--- src/rtl/dzcpu_uop_sequencer.sv ---
// Micro-op sequencer: fetches an opcode, dispatches through the main or 0xCB LUT and walks the uop ROM.
// Optional watchdog on runaway flows: define DZCPU_USEQ_WATCHDOG_EN.
`timescale 1ns/1ps
module dzcpu_uop_sequencer (
    input  logic       iClock,
    input  logic       iReset,
    input  logic [7:0] iMop,
    input  logic       iMopValid,
    input  logic [7:0] iFlowIdx,
    input  logic [7:0] iCbFlowIdx,
    input  logic [2:0] iUopCtl,
    input  logic       iUopJcb,
    input  logic       iFlagZ,
    output logic [7:0] oMop,
    output logic [7:0] oUopAddr,
    output logic       oUopValid,
    output logic       oIncPc,
    output logic       oUpdateFlags,
    output logic       oFetchReq,
    output logic       oCbMode,
    output logic       oError
);

    localparam logic [2:0] CTL_OP         = 3'd0;
    localparam logic [2:0] CTL_INC        = 3'd1;
    localparam logic [2:0] CTL_EOF        = 3'd2;
    localparam logic [2:0] CTL_INC_EOF    = 3'd3;
    localparam logic [2:0] CTL_INC_EOF_Z  = 3'd4;
    localparam logic [2:0] CTL_INC_EOF_NZ = 3'd5;
    localparam logic [2:0] CTL_EOF_FU     = 3'd6;
    localparam logic [2:0] CTL_INC_EOF_FU = 3'd7;

    typedef enum logic [2:0] {
        S_IDLE,
        S_LOOKUP,
        S_EXEC,
        S_CB_WAIT,
        S_CB_LOOKUP
    } state_t;

    state_t     r_state;
    logic [7:0] r_upc;
    logic [7:0] r_mop;
    logic       r_cb_mode;

    logic w_exec;
    logic w_inc_class;
    logic w_fu_class;
    logic w_terminate;
    logic w_wd_trip;

    assign w_exec = (r_state == S_EXEC);

    // Decode of the current uop control field
    always_comb begin
        w_inc_class = 1'b0;
        w_fu_class  = 1'b0;
        w_terminate = 1'b0;
        case (iUopCtl)
            CTL_OP:         ;
            CTL_INC:        w_inc_class = 1'b1;
            CTL_EOF:        w_terminate = 1'b1;
            CTL_INC_EOF:    begin w_inc_class = 1'b1; w_terminate = 1'b1; end
            CTL_INC_EOF_Z:  begin w_inc_class = 1'b1; w_terminate = iFlagZ; end
            CTL_INC_EOF_NZ: begin w_inc_class = 1'b1; w_terminate = ~iFlagZ; end
            CTL_EOF_FU:     begin w_fu_class = 1'b1; w_terminate = 1'b1; end
            CTL_INC_EOF_FU: begin w_inc_class = 1'b1; w_fu_class = 1'b1; w_terminate = 1'b1; end
            default:        ;
        endcase
    end

`ifdef DZCPU_USEQ_WATCHDOG_EN
    localparam int unsigned WD_W     = 6;
    localparam logic [WD_W-1:0] WD_LAST = WD_W'(47);

    logic [WD_W-1:0] r_wd_cnt;
    logic            r_error;

    // Counts uops since flow entry; trips on the 48th uop that neither ends nor jumps
    assign w_wd_trip = (r_wd_cnt == WD_LAST);

    always_ff @(posedge iClock) begin
        if (iReset) begin
            r_wd_cnt <= '0;
            r_error  <= 1'b0;
        end else if (r_state == S_LOOKUP || r_state == S_CB_LOOKUP) begin
            r_wd_cnt <= '0;
        end else if (w_exec) begin
            r_wd_cnt <= r_wd_cnt + WD_W'(1);
            if (w_wd_trip && !iUopJcb && !w_terminate)
                r_error <= 1'b1;
        end
    end

    assign oError = r_error;
`else
    assign w_wd_trip = 1'b0;
    assign oError    = 1'b0;
`endif

    // Sequencer state, uPC, latched opcode and CB mode
    always_ff @(posedge iClock) begin
        if (iReset) begin
            r_state   <= S_IDLE;
            r_upc     <= 8'h00;
            r_mop     <= 8'h00;
            r_cb_mode <= 1'b0;
        end else begin
            case (r_state)
                S_IDLE: begin
                    r_cb_mode <= 1'b0;
                    if (iMopValid) begin
                        r_mop   <= iMop;
                        r_state <= S_LOOKUP;
                    end
                end
                S_LOOKUP: begin
                    r_upc   <= iFlowIdx;
                    r_state <= S_EXEC;
                end
                S_EXEC: begin
                    if (iUopJcb) begin
                        r_cb_mode <= 1'b1;
                        r_state   <= S_CB_WAIT;
                    end else if (w_terminate || w_wd_trip) begin
                        r_cb_mode <= 1'b0;
                        r_state   <= S_IDLE;
                    end else begin
                        r_upc <= r_upc + 8'd1;
                    end
                end
                S_CB_WAIT: begin
                    if (iMopValid) begin
                        r_mop   <= iMop;
                        r_state <= S_CB_LOOKUP;
                    end
                end
                S_CB_LOOKUP: begin
                    r_upc   <= iCbFlowIdx;
                    r_state <= S_EXEC;
                end
                default: r_state <= S_IDLE;
            endcase
        end
    end

    assign oMop         = r_mop;
    assign oUopAddr     = r_upc;
    assign oUopValid    = w_exec;
    assign oIncPc       = w_exec & w_inc_class;
    assign oUpdateFlags = w_exec & w_fu_class;
    assign oFetchReq    = (r_state == S_IDLE) || (r_state == S_CB_WAIT);
    assign oCbMode      = r_cb_mode;

endmodule

--- config.mk ---
export PLATFORM = sky130hd
export DESIGN_NAME = dzcpu_uop_sequencer
export DESIGN_NICKNAME = d
export VERILOG_FILES = /design/src/rtl/dzcpu_uop_sequencer.sv
export SDC_FILE = /design/constraint.sdc
export NUM_CORES = 1
export LEC_CHECK = 0
export BUFFER_PORTS_ARGS = -buffer_cell sky130_fd_sc_hd__buf_2
export CAP_MARGIN = 10
export CORE_MARGIN = 1.5
export CORE_UTILIZATION = 40
export CTS_CLUSTER_DIAMETER = 200
export DETAILED_ROUTE_END_ITERATION = 10
export HOLD_SLACK_MARGIN = 0.08
export PLACE_DENSITY = 0.69
export SKIP_CTS_REPAIR_TIMING = 1
export SYNTH_ARGS = -nofsm -noshare
export SYNTH_HDL_FRONTEND = slang
export SYNTH_SLANG_ARGS = --single-unit
--- constraint.sdc ---
create_clock -name iClock -period 1.8 [get_ports iClock]
set_input_delay 0.18 -clock iClock [delete_from_list [all_inputs] [get_ports iClock]]
set_output_delay 0.18 -clock iClock [all_outputs]
set_load 0.02 [all_outputs]
==> results of run 1 <==
-- path summary, 6_finish.rpt --
| path | startpoint | endpoint | slack, ns | cells after the start |
|---|---|---|---|---|
| worst min register to register | oMop[4] | oMop[4] | 0.50 | 2 |
| worst max-delay path | r_state[0] | oUpdateFlags | 0.12 | 4 |
| worst min-delay path | iMop[7] | oMop[7] | 0.12 | 3 |
| worst max register to register | r_state[0] | oUopAddr[0] | 0.13 | 6 |
-- state kept, by name, summed over array words and instances, names as in the netlist --
| signal | flops |
|---|---|
| oMop | 8 |
| oUopAddr | 8 |
| oCbMode | 1 |
| r_state | 3 |
-- area by class of cell --
cell class                 count  area (sq um)
sequential                    20         400.4
tap                           44         55.05
timing repair buffer          63         355.3
clock buffer                   3         22.52
fill                         328          1386
inverter                       4         15.01
multi-input combinational    124         793.3
-- power breakdown --
group          switching (W)  internal, W  total, W
combinational       0.000284     0.000208  0.000491
clock               0.000129    0.0000777  0.000206
sequential         0.0000379     0.000485  0.000523
total               0.000450     0.000770   0.00122
-- placed cells by master (no fill, tap or decap), drive strengths merged, types with 2 or more instances in the layout --
cell / synthesis / routed
a22o: 2 / 2
nand4: 2 / 2
xor2: 3 / 3
nor2: 25 / 25
dfxtp: 20 / 20
a31o: 3 / 3
o21ai: 11 / 11
nand2: 10 / 10
o21bai: 3 / 3
mux2i: 8 / 8
inv: 4 / 4
and3: 2 / 2
clkbuf: 5 / 3
buf: 7 / 63
nor2b: 6 / 6
nor3: 5 / 5
a21oi: 15 / 16
nor4bb: 3 / 3
a31oi: 6 / 6
a211o: 5 / 5
-- through the flow --
step                      instances  cell area (sq um)  utilization  TNS, ns
final                           258               1642       0.5421        0
after global routing            258               1642       0.5421        0
after CTS                       254               1608       0.5310  -0.2009
after detailed placement        251               1585       0.5236        0
after global placement          251               1585       0.5236        0
after floorplan                 159               1267            -        0
-- worst register-to-register path: cells and delay by family (launching register included) --
kind                   cells  cell delay [ns]
and+or+nand+nor            2             0.55
DFF                        1             0.36
buffers and inverters      1             0.17
AOI/OAI and AO/OA          3             0.54
-- cells by family after synthesis --
group / count (synthesis)
flip-flops: 20
AO/OA/AOI/OAI: 51
multiplexers: 8
AND/OR/NAND/NOR: 58
buffers and inverters: 16
adder cells (fa/ha/maj): 1
other: 1
XOR/XNOR: 4
-- per-layer routing --
| metal | vias to the layer above | global-route usage |
|---|---|---|
| met5 | - | 0 |
| met4 | 0 | 0.03896 |
| met3 | 4 | 0.02402 |
| met2 | 55 | 0.3218 |
| met1 | 617 | 0.2423 |
| li1 | 685 | - |
==> results.toml, run 1 <==
[global_route]
grt_use_total = 0.1847
first_global_vias = 1177
grt_max_degree = 24
grt_pass1_wl_um = 5071
grt-ovfl-total = 0
antenna_found_initial = 0

[sta]
relSlewSlack = 0.6179
period_share = 0.9314
clock_skew_ns = 0.007831
fmax_ghz = 0.5965
period_needed_ns = 1.676
rsz0062_at_grt = "false"
setup_viol = 0
slew_violations = 0
hold_viol_final = 0
hold_slack_ns = 0.1201
tightest_slew_ns = 0.5731
layout_setup_ws_ns = 0.1236

[placement]
hpwl_um = 2352
numPortBuffers = 52
gp_congestion = 0.7837
post-place-ws_ns = 0.1138

[worst_setup_path]
crit_path_end_kind = "output pin"
required_ns = 1.62
worstSetupStartpointType = "flip-flop"
cp_slowest_cell = "or3b_4"
crit_family = "simple AND/OR/NAND/NOR gates"
critPathKind = "flip-flop to output pin"
crit_fanout = 5
arrival_ns = 1.50
cpPeakStageDelay_ns = 0.44
path_buf_inv = 2
crit_chain = "or3b_4, inv_2, and3_1, buf_2"

[power_and_ir_drop]
p_leak_nw = 0.7788
peakVddDrop_mv = 0.4006
p_per_area_mw_per_mm2 = 743.5
fin_total_pwr_w = 0.001220

[finish]
drive_gt1_frac = 0.3411
area_growth_syn_to_layout_pct = 29.52
antenna_cells = 0
fin_nets = 249

[clocking]
clkSinkCount = 20
cts_tree = "built"
h-tree-depth = 1
clk_latency_ns = 0.29
clk_path_buf_depth = 2
cts_buffers = 3
root_buffer = "clkbuf_4"
path_clk_slew_ns = 0.11

[logic_synthesis]
synthMuxAreaShare = 0.06318
synth_top_family_by_area = "compound AO/OA/AOI/OAI gates"
synth-simple-area-share = 0.2488
synth_nets = 192
ys_top_cells_by_area = "dfxtp_1, nor2_1, mux2i_1"
syn_avg_cell_area_sq_um = 7.971
synth_area_sq_mm = 0.001267
yosysWarnings = 0
synth_fa_ha_area_frac = 0.009872
synth_top_area_frac = 0.3159
synth_common_cells = "nor2_1, dfxtp_1, a21oi_1"
synth_compound_area_frac = 0.2646
synth_cell_types = 40
synth_largest_area_cell = "dfxtp_1"
ys_ff_latch = 20
synth-xor-area-share = 0.02764
synthFlopType = "dfxtp_1"
synthArstFlopShare = 0
post-synth-top-count-cell = "nor2_1"
synth_edf_count = 0
netlist_instances = 159
yosysSeqAreaShare = 0.3159

[routing]
wl_met2_um = 1544
wire_per_inst_um = 12.89
wl_met1_um = 1554
met3_length_um = 200
drt_first_pass_iters = 4
dr_total_vias = 1361
drt-initial-drc-count = 60
remaining_drc_errors = 0
ant_nets = 0
via_per_inst = 5.275
top_layer = "met4"
drt_wl_total_um = 3325

[floorplan]
fp.dieW_um = 59.29
initial_core_util = 0.4186
fp.dieArea_sq_mm = 0.003515
core_sq_mm = 0.003028
row_count = 20
io_pins = 54
die-height_um = 59.29

[job]
cap_violations = 0

[status]
status = "finished, final reports clean"

[min_path]
worstHoldPathType = "primary input to flip-flop"
(Power assumes the default switching activity.)
==> run 2: changes to the inputs <==
--- a/config.mk
+++ b/config.mk
@@ -5,14 +5,16 @@
 export SDC_FILE = /design/constraint.sdc
 export NUM_CORES = 1
 export LEC_CHECK = 0
+export ABC_AREA = 1
 export BUFFER_PORTS_ARGS = -buffer_cell sky130_fd_sc_hd__buf_2
 export CAP_MARGIN = 10
 export CORE_MARGIN = 1.5
 export CORE_UTILIZATION = 40
 export CTS_CLUSTER_DIAMETER = 200
 export DETAILED_ROUTE_END_ITERATION = 10
+export GPL_TIMING_DRIVEN = 0
 export HOLD_SLACK_MARGIN = 0.08
-export PLACE_DENSITY = 0.69
+export PLACE_DENSITY = 0.7
 export SKIP_CTS_REPAIR_TIMING = 1
 export SYNTH_ARGS = -nofsm -noshare
 export SYNTH_HDL_FRONTEND = slang
==> constraint.sdc (replaced) <==
create_clock -name iClock -period 1.7 [get_ports iClock]
set_input_delay 0.17 -clock iClock [delete_from_list [all_inputs] [get_ports iClock]]
set_output_delay 0.17 -clock iClock [all_outputs]
set_load 0.02 [all_outputs]
==> run 2 against run 1 <==
Die area is 4.5% lower. Synthesized area shrank 4.7%. Critical path depth stayed put. Power rose by 45%. Worst hold slack worse by 0.012 ns. Flip-flop and latch count unchanged. Clock skew down 0.0064 ns. Highest routed layer unchanged. Clock power up 11%.
==> results.toml, run 2 <==
[status]
status = "finished, final reports clean"

[worst_setup_path]
path_buf_inv = 2
cpPeakStageDelay_ns = 0.45
worstSetupStartpointType = "flip-flop"
crit_path_end_kind = "output pin"
crit_family = "flip-flops"
crit_chain = "nand3_2, buf_4, nor2_1, buf_2"
r2r_cells = 8
cp_slowest_cell = "dfxtp_1"
arrival_ns = 1.38
crit_fanout = 10
r2r_end = "oUopAddr[2]"
r2r_start = "r_state[1]"
required_ns = 1.53
critPathKind = "flip-flop to output pin"
r2r_slack_ns = 0.35

[logic_synthesis]
netlist_instances = 195
yosysSeqAreaShare = 0.3316
ys_ff_latch = 20
synth_common_cells = "nand2_1, nor2_1, nand3_1"
yosysWarnings = 0
synth_largest_area_cell = "dfxtp_1"
synth_edf_count = 0
ys_top_cells_by_area = "dfxtp_1, nand2_1, nor2_1"
synthFlopType = "dfxtp_1"
post-synth-top-count-cell = "nand2_1"
syn_avg_cell_area_sq_um = 6.192
synth_nets = 228
synth_area_sq_mm = 0.001207
synthArstFlopShare = 0
synth_cell_types = 25
synth_top_area_frac = 0.3316

[min_path]
min_path_cells = 3
min-delay-start = "iMop[3]"
worstHoldEndpoint = "oMop[3]"
worstHoldPathType = "primary input to flip-flop"

[power_and_ir_drop]
cell_internal_pwr_w = 0.0009839
peakVddDrop_mv = 0.6146
switching_power_w = 0.0007889
switching_share = 0.4450
p_per_area_mw_per_mm2 = 1152
pwr-share-clk = 0.129
p_leak_nw = 0.8486
combPwrFrac = 0.492
seqPwrFrac = 0.380

[clocking]
root_buffer = "clkbuf_4"
clk_latency_ns = 0.30
clk_path_buf_depth = 2
path_clk_slew_ns = 0.11
clkSinkCount = 20
cts_tree = "built"
cts_buffers = 3
h-tree-depth = 1

[routing]
wire_per_inst_um = 10.11
drt_wl_total_um = 2850
ant_nets = 0
drt_first_pass_iters = 6
remaining_drc_errors = 0
via_per_inst = 4.787
dr_total_vias = 1350
drt-initial-drc-count = 81

[placement]
dpl_cell_area_sq_mm = 0.001506
dp.cells = 278
numPortBuffers = 52
hpwl_um = 2185
gp_congestion = 0.7557
post-place-ws_ns = 0.3561

[global_route]
grt_pass1_wl_um = 4954
antenna_found_initial = 0
grt-ovfl-total = 0
grt_use_total = 0.1874
grt_max_degree = 11
first_global_vias = 1165

[finish]
final_cell_area_sq_mm = 0.001539
final_cells = 282
fin_util = 0.5486
final_common_cell = "buf_2"
drive_gt1_frac = 0.2869
area_growth_syn_to_layout_pct = 27.46
fin_nets = 286
final_cell_mix = "buf_2, nand2_1, nor2_1"
antenna_cells = 0

[sta]
slew_violations = 0
period_needed_ns = 1.546
layout_setup_ws_ns = 0.1545
clock_skew_ns = 0.001447
setup_viol = 0
period_share = 0.9091
hold_viol_final = 0
final.setup.tns_ns = 0
fmax_ghz = 0.6470
rsz0062_at_grt = "false"

[floorplan]
row_count = 19
core_sq_mm = 0.002805
initial_core_util = 0.4304
fp.dieW_um = 57.94
io_pins = 54
die-height_um = 57.94
fp.dieArea_sq_mm = 0.003357

[job]
cap_violations = 0
run 2: worst max-delay path by stage:
| stage | endpoint | cells after the start | slack, ns | start |
|---|---|---|---|---|
| 5_1_grt | oIncPc | 5 | 0.05 | r_state[0] |
| 4_1_cts | oIncPc | 5 | 0.14 | r_state[0] |
| 6_report | oIncPc | 4 | 0.15 | r_state[1] |
| 3_3_place_gp | oUopAddr[2] | 8 | 0.36 | r_state[1] |
| 2_1_floorplan | oMop[6] | 7 | 0.45 | r_state[1] |
| 3_5_place_dp | oUopAddr[2] | 8 | 0.36 | r_state[1] |
run 2: cells by family (layout without fill, tap and decap cells):
| kind of cell | Yosys count | count (layout) | share of synthesized area |
|---|---|---|---|
| simple gates | 137 | 137 | 0.5150 |
| buf+inv | 23 | 79 | 0.08600 |
| flops | 20 | 20 | 0.3316 |
| compound gates | 13 | 13 | 0.05388 |
| fa+ha+maj | 1 | 1 | 0.01036 |
| other cells | 1 | 1 | 0.003106 |
run 2: cell type report:
class,count,area (sq um)
Buffer,4,30.03
Clock buffer,3,22.52
Fill cell,303,1266
Inverter,19,73.82
Multi-Input combinational cell,152,703.2
Sequential cell,20,400.4
Tap cell,31,38.79
Timing Repair Buffer,53,270.3
run 2: through the flow:
stage	hold slack (ns)	power, W
after detailed placement	0.3805	0.001559
after global routing	0.1164	0.001950
after CTS	0.04314	0.001795
after floorplan	0.2391	0.001308
after global placement	0.3801	0.001551
final	0.1084	0.001773
run 2: worst register-to-register path, cell delays in order (launching register included):
cell and delay, ns:
dfxtp_1 0.45, nor2_2 0.09, nand2_4 0.13, inv_4 0.09, nor2_8 0.20, nand2_4 0.08
inv_2 0.10, nor2_1 0.05, nor2_1 0.09
run 2: layer usage:
| layer | track usage | wire, um | vias to the layer above |
|---|---|---|---|
| met5 | 0 | 0 | - |
| met1 | 0.2521 | 1352 | 563 |
| li1 | - | - | 725 |
| met3 | 0.03125 | 209 | 5 |
| met2 | 0.2971 | 1242 | 57 |
| met4 | 0.07973 | 47 | 0 |
run 2: power by group through the flow:
| stage | registers [W] | clock network (W) | logic, W |
|---|---|---|---|
| 2_1_floorplan | 0.000788 | 0 | 0.000521 |
| 3_3_place_gp | 0.000683 | 0 | 0.000868 |
| 3_5_place_dp | 0.000684 | 0 | 0.000875 |
| 4_1_cts | 0.000674 | 0.000243 | 0.000879 |
| 5_1_grt | 0.000690 | 0.000259 | 0.00100 |
| 6_report | 0.000673 | 0.000228 | 0.000872 |
==> run 3: changes to the inputs <==
--- a/config.mk
+++ b/config.mk
@@ -14,7 +14,7 @@
 export DETAILED_ROUTE_END_ITERATION = 10
 export GPL_TIMING_DRIVEN = 0
 export HOLD_SLACK_MARGIN = 0.08
-export PLACE_DENSITY = 0.7
+export PLACE_DENSITY = 0.66
 export SKIP_CTS_REPAIR_TIMING = 1
 export SYNTH_ARGS = -nofsm -noshare
 export SYNTH_HDL_FRONTEND = slang
==> run 3 against run 2 <==
Flip-flop and latch count is the same. Critical path type unchanged. Global-route usage is the same. Clock skew grew 0.0041 ns. Largest power group unchanged. Sequential power is essentially flat. Largest cell class unchanged. Die area is the same. Critical path depth is the same.
==> results.toml, run 3 (synthesized netlist as in run 2, its figures left out) <==
[sta]
final.setup.tns_ns = 0
hold_viol_final = 0
rsz0062_at_grt = "false"
period_share = 0.9212
hold_slack_ns = 0.1100
fmax_ghz = 0.6385
setup_viol = 0
period_needed_ns = 1.566
clock_skew_ns = 0.005584
slew_violations = 0

[worst_setup_path]
crit_chain = "nand3_2, buf_4, nor2_1, buf_2"
arrival_ns = 1.40
crit_path_end_kind = "output pin"
cp_slowest_cell = "dfxtp_1"
crit_family = "flip-flops"
r2r_end = "oUopAddr[1]"
setup.worst_path.start = "r_state[1]"
cpPeakStageDelay_ns = 0.46
r2r_slack_ns = 0.30
crit_fanout = 10
required_ns = 1.53
r2r_cells = 8
critPathKind = "flip-flop to output pin"
r2r_start = "r_state[1]"
path_buf_inv = 2
worstSetupStartpointType = "flip-flop"

[routing]
ant_nets = 0
wl_met1_um = 1413
wire_per_inst_um = 10.51
top_layer = "met4"
remaining_drc_errors = 0
wl_met2_um = 1309
drt_wl_total_um = 2964
drt-initial-drc-count = 46
met3_length_um = 197
dr_total_vias = 1346
via_per_inst = 4.773
drt_first_pass_iters = 6

[power_and_ir_drop]
p_leak_nw = 0.8486
combPwrFrac = 0.494
p_per_area_mw_per_mm2 = 1156
switching_share = 0.4467
cell_internal_pwr_w = 0.0009847
seqPwrFrac = 0.378
switching_power_w = 0.0007950
peakVddDrop_mv = 0.6333
pwr-share-clk = 0.129

[global_route]
grt_max_degree = 11
grt-ovfl-total = 0
antenna_found_initial = 0
grt_use_total = 0.1874
grt_pass1_wl_um = 4850
first_global_vias = 1142

[clocking]
clkSinkCount = 20
h-tree-depth = 1
clk_path_buf_depth = 2
cts_buffers = 3
root_buffer = "clkbuf_4"
cts_tree = "built"
path_clk_slew_ns = 0.11
clk_latency_ns = 0.30

[min_path]
worstHoldEndpoint = "oMop[7]"
min-delay-start = "iMop[7]"
worstHoldPathType = "primary input to flip-flop"
min_path_cells = 3

[finish]
final_common_cell = "buf_2"
area_growth_syn_to_layout_pct = 27.46
fin_nets = 286
fillers = 310
antenna_cells = 0
final_cell_mix = "buf_2, nand2_1, nor2_1"
final_cells = 282
drive_gt1_frac = 0.2869

[placement]
gp_congestion = 0.7495
numPortBuffers = 52
hpwl_um = 2219
dp.cells = 278

[floorplan]
core_sq_mm = 0.002805
die-height_um = 57.94
fp.dieW_um = 57.94
io_pins = 54
fp.dieArea_sq_mm = 0.003357
row_count = 19
initial_core_util = 0.4304

[job]
cap_violations = 0

[status]
status = "finished, final reports clean"
-- run 3: cell counts in the layout (fill, tap and decap cells not counted) --
Identical to the previous run, type by type.
-- run 3: area by class of cell --
cell class	instances	area, sq um	area share
Sequential cell	20	400.4	0.2602
Multi-Input combinational cell	152	703.2	0.4569
Inverter	19	73.82	0.04797
Timing Repair Buffer	53	270.3	0.1756
Buffer	4	30.03	0.01951
Clock buffer	3	22.52	0.01463
Tap cell	31	38.79	0.02520
-- run 3: worst max path at each step --
stage / endpoint / depth (start not counted)
floorplan: oMop[6] / 7
global placement: oUopAddr[1] / 8
detailed placement: oUopAddr[1] / 8
CTS: oIncPc / 4
global route: oUpdateFlags / 5
finish: oIncPc / 4
-- run 3: stage by stage --
stage	utilization	area [sq um]	power (W)	setup slack (ns)
2_1_floorplan	-	1207	0.001308	0.4549
3_3_place_gp	0.5370	1506	0.001555	0.3368
3_5_place_dp	0.5370	1506	0.001558	0.3179
4_1_cts	0.5450	1529	0.001788	0.1325
5_1_grt	0.5486	1539	0.001922	0.05508
6_report	0.5486	1539	0.001780	0.1339
-- run 3: routing by layer --
layer	GRT usage	vias to the layer above
li1	-	722
met1	0.2271	573
met2	0.3279	47
met3	0.03571	4
met4	0.06977	0
met5	0	-
-- run 3: worst min-delay path, cell delays in order --
cell and delay, ns:
buf_2 0.07, o21ai_0 0.07, nor2_1 0.07
-- run 3: power by group through the flow --
stage	combinational, W	clock (W)	sequential (W)
6_report	0.000878	0.000229	0.000673
5_1_grt	0.000978	0.000253	0.000690
4_1_cts	0.000882	0.000234	0.000672
3_5_place_dp	0.000877	0	0.000681
3_3_place_gp	0.000872	0	0.000683
2_1_floorplan	0.000521	0	0.000788
